--- src/rtl/spi_servo_regfile.sv ---
// spi_servo_regfile: decodes SPI command frames into an LED register and
// NUM_CH 8-bit servo position registers (ID, LED, WRITE, BURST, READ).
// Optional feature macro: SPI_SHADOW_COMMIT_EN -- when defined, servo writes
// are staged with per-channel dirty bits and committed together at frame end.
module spi_servo_regfile #(
  parameter int         NUM_CH   = 18,
  parameter logic [7:0] PWM_INIT = 8'd0,
  parameter logic [7:0] ID_BYTE  = 8'hD4
) (
  input  logic                  clk,
  input  logic                  rst,
  input  logic                  ncs,
  input  logic [1:0]            iDone,
  input  logic [7:0]            iData,
  output logic                  oCall,
  output logic [7:0]            oData,
  output logic [2:0]            oLED_Sig,
  output logic [8*NUM_CH-1:0]   oPWM_Sig,
  output logic                  oUpdate,
  output logic [7:0]            oErrCnt
);

  localparam logic [7:0] CH_LIMIT = 8'(NUM_CH);
  localparam logic [7:0] OP_ID    = 8'h06;
  localparam logic [7:0] OP_LED   = 8'hA1;
  localparam logic [7:0] OP_WRITE = 8'hA3;
  localparam logic [7:0] OP_BURST = 8'hA5;
  localparam logic [7:0] OP_READ  = 8'hA6;

  typedef enum logic [2:0] {
    ST_IDLE,
    ST_CMD,
    ST_ARG_CH,
    ST_ARG_VAL,
    ST_BURST,
    ST_FETCH,
    ST_REPLY,
    ST_DRAIN
  } state_t;

  state_t state_r, state_s;

  logic [2:0]              ncs_sync_r;
  logic                    ncs_t_s;
  logic                    ncs_t_d_r;
  logic                    frame_end_s;
  logic                    byte_s;
  logic                    sent_s;

  logic [7:0]              cmd_r;
  logic [7:0]              ch_r;
  logic                    ovf_r;
  logic                    call_r;
  logic [7:0]              data_r;
  logic [2:0]              led_r;
  logic [7:0]              err_r;
  logic                    upd_r;
  logic [NUM_CH-1:0][7:0]  pwm_r;

  logic                    cmd_ld_s;
  logic                    ch_ld_s;
  logic                    ch_inc_s;
  logic                    wr_s;
  logic                    led_we_s;
  logic                    err_s;
  logic                    ovf_set_s;
  logic                    reply_set_s;
  logic                    reply_clr_s;
  logic [7:0]              reply_val_s;
  logic [7:0]              rd_val_s;

  assign byte_s      = iDone[0];
  assign sent_s      = iDone[1];
  assign ncs_t_s     = ncs_sync_r[2];
  assign frame_end_s = ncs_t_s & ~ncs_t_d_r;

  assign oCall    = call_r;
  assign oData    = data_r;
  assign oLED_Sig = led_r;
  assign oPWM_Sig = pwm_r;
  assign oUpdate  = upd_r;
  assign oErrCnt  = err_r;

  // Synchronize chip select and keep the previous value for edge detection.
  always_ff @(posedge clk) begin
    if (rst) begin
      ncs_sync_r <= 3'b111;
      ncs_t_d_r  <= 1'b1;
    end else begin
      ncs_sync_r <= {ncs_sync_r[1:0], ncs};
      ncs_t_d_r  <= ncs_t_s;
    end
  end

  // State register.
  always_ff @(posedge clk) begin
    if (rst) begin
      state_r <= ST_IDLE;
    end else begin
      state_r <= state_s;
    end
  end

  // Next-state decode and datapath strobes; frame end overrides everything.
  always_comb begin
    state_s     = state_r;
    cmd_ld_s    = 1'b0;
    ch_ld_s     = 1'b0;
    ch_inc_s    = 1'b0;
    wr_s        = 1'b0;
    led_we_s    = 1'b0;
    err_s       = 1'b0;
    ovf_set_s   = 1'b0;
    reply_set_s = 1'b0;
    reply_clr_s = 1'b0;
    reply_val_s = 8'd0;
    if (frame_end_s) begin
      state_s = ST_IDLE;
    end else begin
      case (state_r)
        ST_IDLE: begin
          if (byte_s) begin
            cmd_ld_s = 1'b1;
            state_s  = ST_CMD;
          end else begin
            state_s = ST_IDLE;
          end
        end
        ST_CMD: begin
          case (cmd_r)
            OP_ID: begin
              reply_set_s = 1'b1;
              reply_val_s = ID_BYTE;
              state_s     = ST_REPLY;
            end
            OP_LED:                     state_s = ST_ARG_VAL;
            OP_WRITE, OP_BURST, OP_READ: state_s = ST_ARG_CH;
            default: begin
              err_s   = 1'b1;
              state_s = ST_DRAIN;
            end
          endcase
        end
        ST_ARG_CH: begin
          if (!byte_s) begin
            state_s = ST_ARG_CH;
          end else if (iData >= CH_LIMIT) begin
            err_s   = 1'b1;
            state_s = ST_DRAIN;
          end else begin
            ch_ld_s = 1'b1;
            if (cmd_r == OP_WRITE) begin
              state_s = ST_ARG_VAL;
            end else if (cmd_r == OP_BURST) begin
              state_s = ST_BURST;
            end else begin
              state_s = ST_FETCH;
            end
          end
        end
        ST_ARG_VAL: begin
          if (byte_s) begin
            if (cmd_r == OP_LED) begin
              led_we_s = 1'b1;
            end else begin
              wr_s = 1'b1;
            end
            state_s = ST_IDLE;
          end else begin
            state_s = ST_ARG_VAL;
          end
        end
        ST_BURST: begin
          if (!byte_s) begin
            state_s = ST_BURST;
          end else if (ch_r < CH_LIMIT) begin
            wr_s     = 1'b1;
            ch_inc_s = 1'b1;
          end else if (!ovf_r) begin
            err_s     = 1'b1;
            ovf_set_s = 1'b1;
          end else begin
            state_s = ST_BURST;
          end
        end
        ST_FETCH: begin
          reply_set_s = 1'b1;
          reply_val_s = rd_val_s;
          state_s     = ST_REPLY;
        end
        ST_REPLY: begin
          // A byte received together with the transmit-done is dropped.
          if (sent_s) begin
            reply_clr_s = 1'b1;
            state_s     = ST_IDLE;
          end else begin
            state_s = ST_REPLY;
          end
        end
        ST_DRAIN: state_s = ST_DRAIN;
        default:  state_s = ST_IDLE;
      endcase
    end
  end

  // Command, channel pointer and per-frame burst overrun flag.
  always_ff @(posedge clk) begin
    if (rst) begin
      cmd_r <= 8'd0;
      ch_r  <= 8'd0;
      ovf_r <= 1'b0;
    end else begin
      if (cmd_ld_s) cmd_r <= iData;
      if (ch_ld_s) begin
        ch_r <= iData;
      end else if (ch_inc_s) begin
        ch_r <= ch_r + 8'd1;
      end
      if (frame_end_s) begin
        ovf_r <= 1'b0;
      end else if (ovf_set_s) begin
        ovf_r <= 1'b1;
      end
    end
  end

  // Transmit request and reply byte, cleared on transmit-done or frame end.
  always_ff @(posedge clk) begin
    if (rst) begin
      call_r <= 1'b0;
      data_r <= 8'd0;
    end else if (frame_end_s || reply_clr_s) begin
      call_r <= 1'b0;
      data_r <= 8'd0;
    end else if (reply_set_s) begin
      call_r <= 1'b1;
      data_r <= reply_val_s;
    end
  end

  // LED register is always written immediately.
  always_ff @(posedge clk) begin
    if (rst) begin
      led_r <= 3'd0;
    end else if (led_we_s) begin
      led_r <= iData[2:0];
    end
  end

  // Saturating protocol-error counter.
  always_ff @(posedge clk) begin
    if (rst) begin
      err_r <= 8'd0;
    end else if (err_s && (err_r != 8'hFF)) begin
      err_r <= err_r + 8'd1;
    end
  end

`ifdef SPI_SHADOW_COMMIT_EN
  logic [NUM_CH-1:0][7:0] stage_r;
  logic [NUM_CH-1:0]      dirty_r;

  // Staged writes mark channels dirty; frame end copies dirty channels out.
  always_ff @(posedge clk) begin
    if (rst) begin
      stage_r <= {NUM_CH{PWM_INIT}};
      dirty_r <= '0;
      pwm_r   <= {NUM_CH{PWM_INIT}};
      upd_r   <= 1'b0;
    end else begin
      upd_r <= frame_end_s && (|dirty_r);
      for (int k = 0; k < NUM_CH; k++) begin
        if (wr_s && (ch_r == 8'(k))) begin
          stage_r[k] <= iData;
          dirty_r[k] <= 1'b1;
        end else if (frame_end_s && dirty_r[k]) begin
          pwm_r[k]   <= stage_r[k];
          dirty_r[k] <= 1'b0;
        end
      end
    end
  end

  // Readback selects the staged value.
  always_comb begin
    rd_val_s = 8'd0;
    for (int k = 0; k < NUM_CH; k++) begin
      if (ch_r == 8'(k)) begin
        rd_val_s = stage_r[k];
      end else begin
        rd_val_s = rd_val_s;
      end
    end
  end
`else
  // Writes go straight to the outputs with one update pulse per write.
  always_ff @(posedge clk) begin
    if (rst) begin
      pwm_r <= {NUM_CH{PWM_INIT}};
      upd_r <= 1'b0;
    end else begin
      upd_r <= wr_s;
      for (int k = 0; k < NUM_CH; k++) begin
        if (wr_s && (ch_r == 8'(k))) pwm_r[k] <= iData;
      end
    end
  end

  // Readback selects the live output value.
  always_comb begin
    rd_val_s = 8'd0;
    for (int k = 0; k < NUM_CH; k++) begin
      if (ch_r == 8'(k)) begin
        rd_val_s = pwm_r[k];
      end else begin
        rd_val_s = rd_val_s;
      end
    end
  end
`endif

endmodule

--- config.mk ---
export PLATFORM = sky130hd
export DESIGN_NAME = spi_servo_regfile
export DESIGN_NICKNAME = d
export VERILOG_FILES = /design/src/rtl/spi_servo_regfile.sv
export SDC_FILE = /design/constraint.sdc
export NUM_CORES = 1
export LEC_CHECK = 0
export ABC_AREA = 1
export BUFFER_PORTS_ARGS = -buffer_cell sky130_fd_sc_hd__buf_2
export CAP_MARGIN = 0
export CORE_MARGIN = 3
export CORE_UTILIZATION = 55
export CTS_BUF_LIST = sky130_fd_sc_hd__clkbuf_8
export DETAILED_ROUTE_END_ITERATION = 10
export PLACE_DENSITY = 0.85
export SYNTH_ARGS = -nofsm -noshare
export SYNTH_HDL_FRONTEND = slang
export SYNTH_SLANG_ARGS = --single-unit
--- constraint.sdc ---
create_clock -name clk -period 5 [get_ports clk]
set_input_delay 0 -clock clk [delete_from_list [all_inputs] [get_ports clk]]
set_output_delay 0 -clock clk [all_outputs]
set_load 0.05 [all_outputs]
==> results.md <==
- Outcome: complete, no violations
- Post-synth EDFFs: 0
- First-pass GRT wire length: 40.3 mm
- Depth of the CTS H-tree: 4
- Clk buf depth: 2
- Placer Congestion: 0.927
- Post-CTS setup buffer count: 0
- Area grow syn2layout: 15.9%
- Sequential share of the synthesized area: 44.0%
- Comb pwr share: 23.8%
- Crit-path max cell delay: 0.52 ns
- Switching part of the total: 35.6%
- Clock sink total: 189
- Final period utilization: 56.4%
- Die ar.: 0.0172 mm^2
- Total wire length: 26.0 mm
- Type of the most critical hold path: in2reg
- Sw power: 0.00123 W
- # setup viols final: 0
- Int Pwr: 0.00222 W
- Worst Skew: 0.0107 ns
- Max Clk Rate: 354 MHz
- Dominant cells by area after synthesis: dfxtp_1 (44%), nor2_1 (12%), o21ai_0 (10%)
- Worst Max-Slew Pin Slew: 0.996 ns
- Post-route ant nets: 0
- Root Driver: clkbuf_8
- Most frequent cell after synthesis: nor2_1
- Clock share of power: 28.6%
- Fraction of layout cells with a size suffix above 1: 18.8%
- Register bit total from synthesis: 189
- R2r setup slk: 2.18 ns
- Cells along the critical path: inv_1 > nand2_1 > o21ai_0 > nand3_1 > nor3_1 > nand2_1 > inv_1 > a21oi_4 > inv_1 > nand2_1 > inv_1 > o21ai_0 > a21oi_1
- Distinct cells, synth: 35
- Sequential share of power: 47.6%
- RSZ-0062 raised after global routing: no
- Post-DR wirelength/cell: 16.1 um
- Crit Path Category: reg2reg
- CTS buffer count: 17
- Power Density: 346 mW/mm^2
- Largest net degree at the start of global routing: 94
- Pre-Repair DR Iteration Count: 5
- Total core area: 0.0153 mm^2
- Input/output buffers: 177
- Critical path's most frequent cell: inv_1
- Routed vias/inst: 5.54
- Setup crit start kind: flop
- Setup ws final: 2.18 ns
- Starting Density: 56.3%
- Relative slew slack: 33.6%
- Mapped Cells: 1248
- Minimum clock period: 2.82 ns
- Ant diodes: 0
- CTS Hold Bufs: 11
- Critical Path Sink Type: flop
- Reg clk slew, reported paths: 0.10 ns
- Worst Setup EP: oPWM_Sig[130]
- Main flop type after synthesis: dfxtp_1
- WP data required: 5.34 ns
- CP Max Fanout: 17
- Worst R2R Start: ch_r[2]
- Layout net count: 1410
- Row cnt: 45
- Utilization after layout: 65.3%
- Final HPWL DP: 17.7 mm
- Chip Height: 131 um
- Peak supply drop: 203 uV
- Setup TNS: 0 ns
- Worst path arrival time: 3.16 ns
- Pre-CTS setup slack: 2.24 ns
- Yosys top cell by area: dfxtp_1
- Final slew viol count: 0
- Vias: 8960
- Maxcap violations: 0
- Mapped Area: 0.00859 mm^2
- Vias in the first global route: 7934
- R2R cell count: 13
- Worst skew pair latency: 0.49 ns
- Synth top area share: 44.0%
- Total grt overflow: 0
- Die width: 131 um
- Design area: 0.00996 mm^2
- Post-synth ARST share: 0%
- Syn nets: 1266
- GRT Overall Usage: 29.8%
- Final Hold Vio Count: 0
- Overall power: 0.00345 W
- P_leak: 4.80 nW
- Avg Inst Size Synth: 6.89 um^2
- FILL cells: 1367
- Post_cts resized: 0
- Final routed DRC violation total: 0
- CTS tree: yes
- Reg2Reg Capture Point: oPWM_Sig[130]
- Synth cell count leaders: nor2_1 (272), dfxtp_1 (189), o21ai_0 (179)
- Ys Warns: 0
- Num ports: 178
- CP startpoint: ch_r[2]
- DP Area: 0.00947 mm^2
- Initial antenna violation count: 0
- Initial drt markers: 909
- Critical Path Slowest Stage Cell: a21oi_4
## flip-flops by register name, summed over array words and instances, names as in the netlist
| register | flops |
|---|---|
| cmd_r | 8 |
| oData | 8 |
| state_r | 3 |
| ncs_t_d_r | 1 |
| oUpdate | 1 |
| oPWM_Sig | 144 |
| ncs_sync_r | 3 |
| ch_r | 8 |
| oErrCnt | 8 |
| ovf_r | 1 |
| oLED_Sig | 3 |
| oCall | 1 |
## metrics by stage
stage / hold WS [ns] / instances
final: 0.0784 / 1616
after global routing: 0.0899 / 1616
after CTS: 0.0495 / 1616
after detailed placement: 0.187 / 1573
after global placement: 0.187 / 1573
after floorplan: 0.104 / 1248
## cells by family (layout without fill, tap and decap cells)
| family | after synthesis | after routing | synth area share (%) |
|---|---|---|---|
| flip-flops | 189 | 189 | 44.0 |
| buffers and inverters | 169 | 326 | 7.82 |
| adder cells (fa/ha/maj) | 5 | 5 | 0.728 |
| AO/OA/AOI/OAI | 309 | 309 | 18.6 |
| AND/OR/NAND/NOR | 576 | 576 | 28.8 |
## layer usage
metal / share of wire [%] / vias to the layer above / global-route usage (%)
met1: 43 / 4061 / 41.6
li1: - / 4346 / -
met5: 0 / - / 0
met4: 2.5 / 0 / 10.8
met2: 45 / 481 / 46.1
met3: 9.2 / 72 / 5.73
## worst max-delay path, delay by kind of cell, from the launching register on
kind / cells / cell delay, ns
flops: 1 / 0.48
compound gates: 4 / 0.89
simple gates: 5 / 0.69
buf+inv: 4 / 0.61
## power groups by stage
stage	clock network [W]	registers, W	logic, W
detailed placement	0	0.00168	0.000797
global route	0.00105	0.00165	0.000898
CTS	0.000991	0.00164	0.000808
global placement	0	0.00167	0.000784
floorplan	0	0.00179	0.000467
finish	0.000987	0.00164	0.000819
## placed cells by master (no fill, tap or decap), types with 4 or more instances in the layout
cell type        n
or2_1            4
nand2_2          4
clkbuf_8        19
clkinvlp_4       4
buf_2          177
inv_2           10
o211ai_1         6
nor2_4           8
a21oi_1        111
dfxtp_1        189
nand3_1         59
dlygate4sd3_1   11
nand2_1        169
nor3_1          15
nand4_1          9
ha_1             5
or2_2           21
nor2_1         272
inv_1           92
nor2_2           4
o21ai_0        179
## cell type report
cell class                 instances  area (um^2)  area share [%]
multi-input combinational        890         4140            41.5
inverter                         105          395            3.97
tap                              211          264            2.65
clock inverter                    13          118            1.18
timing repair buffer             189         1000            10.1
sequential                       189         3780            38.0
clock buffer                      19          262            2.62
## worst min path at each step
stage          cells past startpoint     start            end  slack [ns]
2_1_floorplan                      1       ncs  ncs_sync_r[0]        0.10
3_3_place_gp                       2       ncs  ncs_sync_r[0]        0.19
3_5_place_dp                       2       ncs  ncs_sync_r[0]        0.19
4_1_cts                            3  iData[6]   oPWM_Sig[86]        0.05
5_1_grt                            3  iData[0]   oPWM_Sig[88]        0.09
6_report                           3  iData[4]   oPWM_Sig[84]        0.08
(Power assumes the default switching activity.)
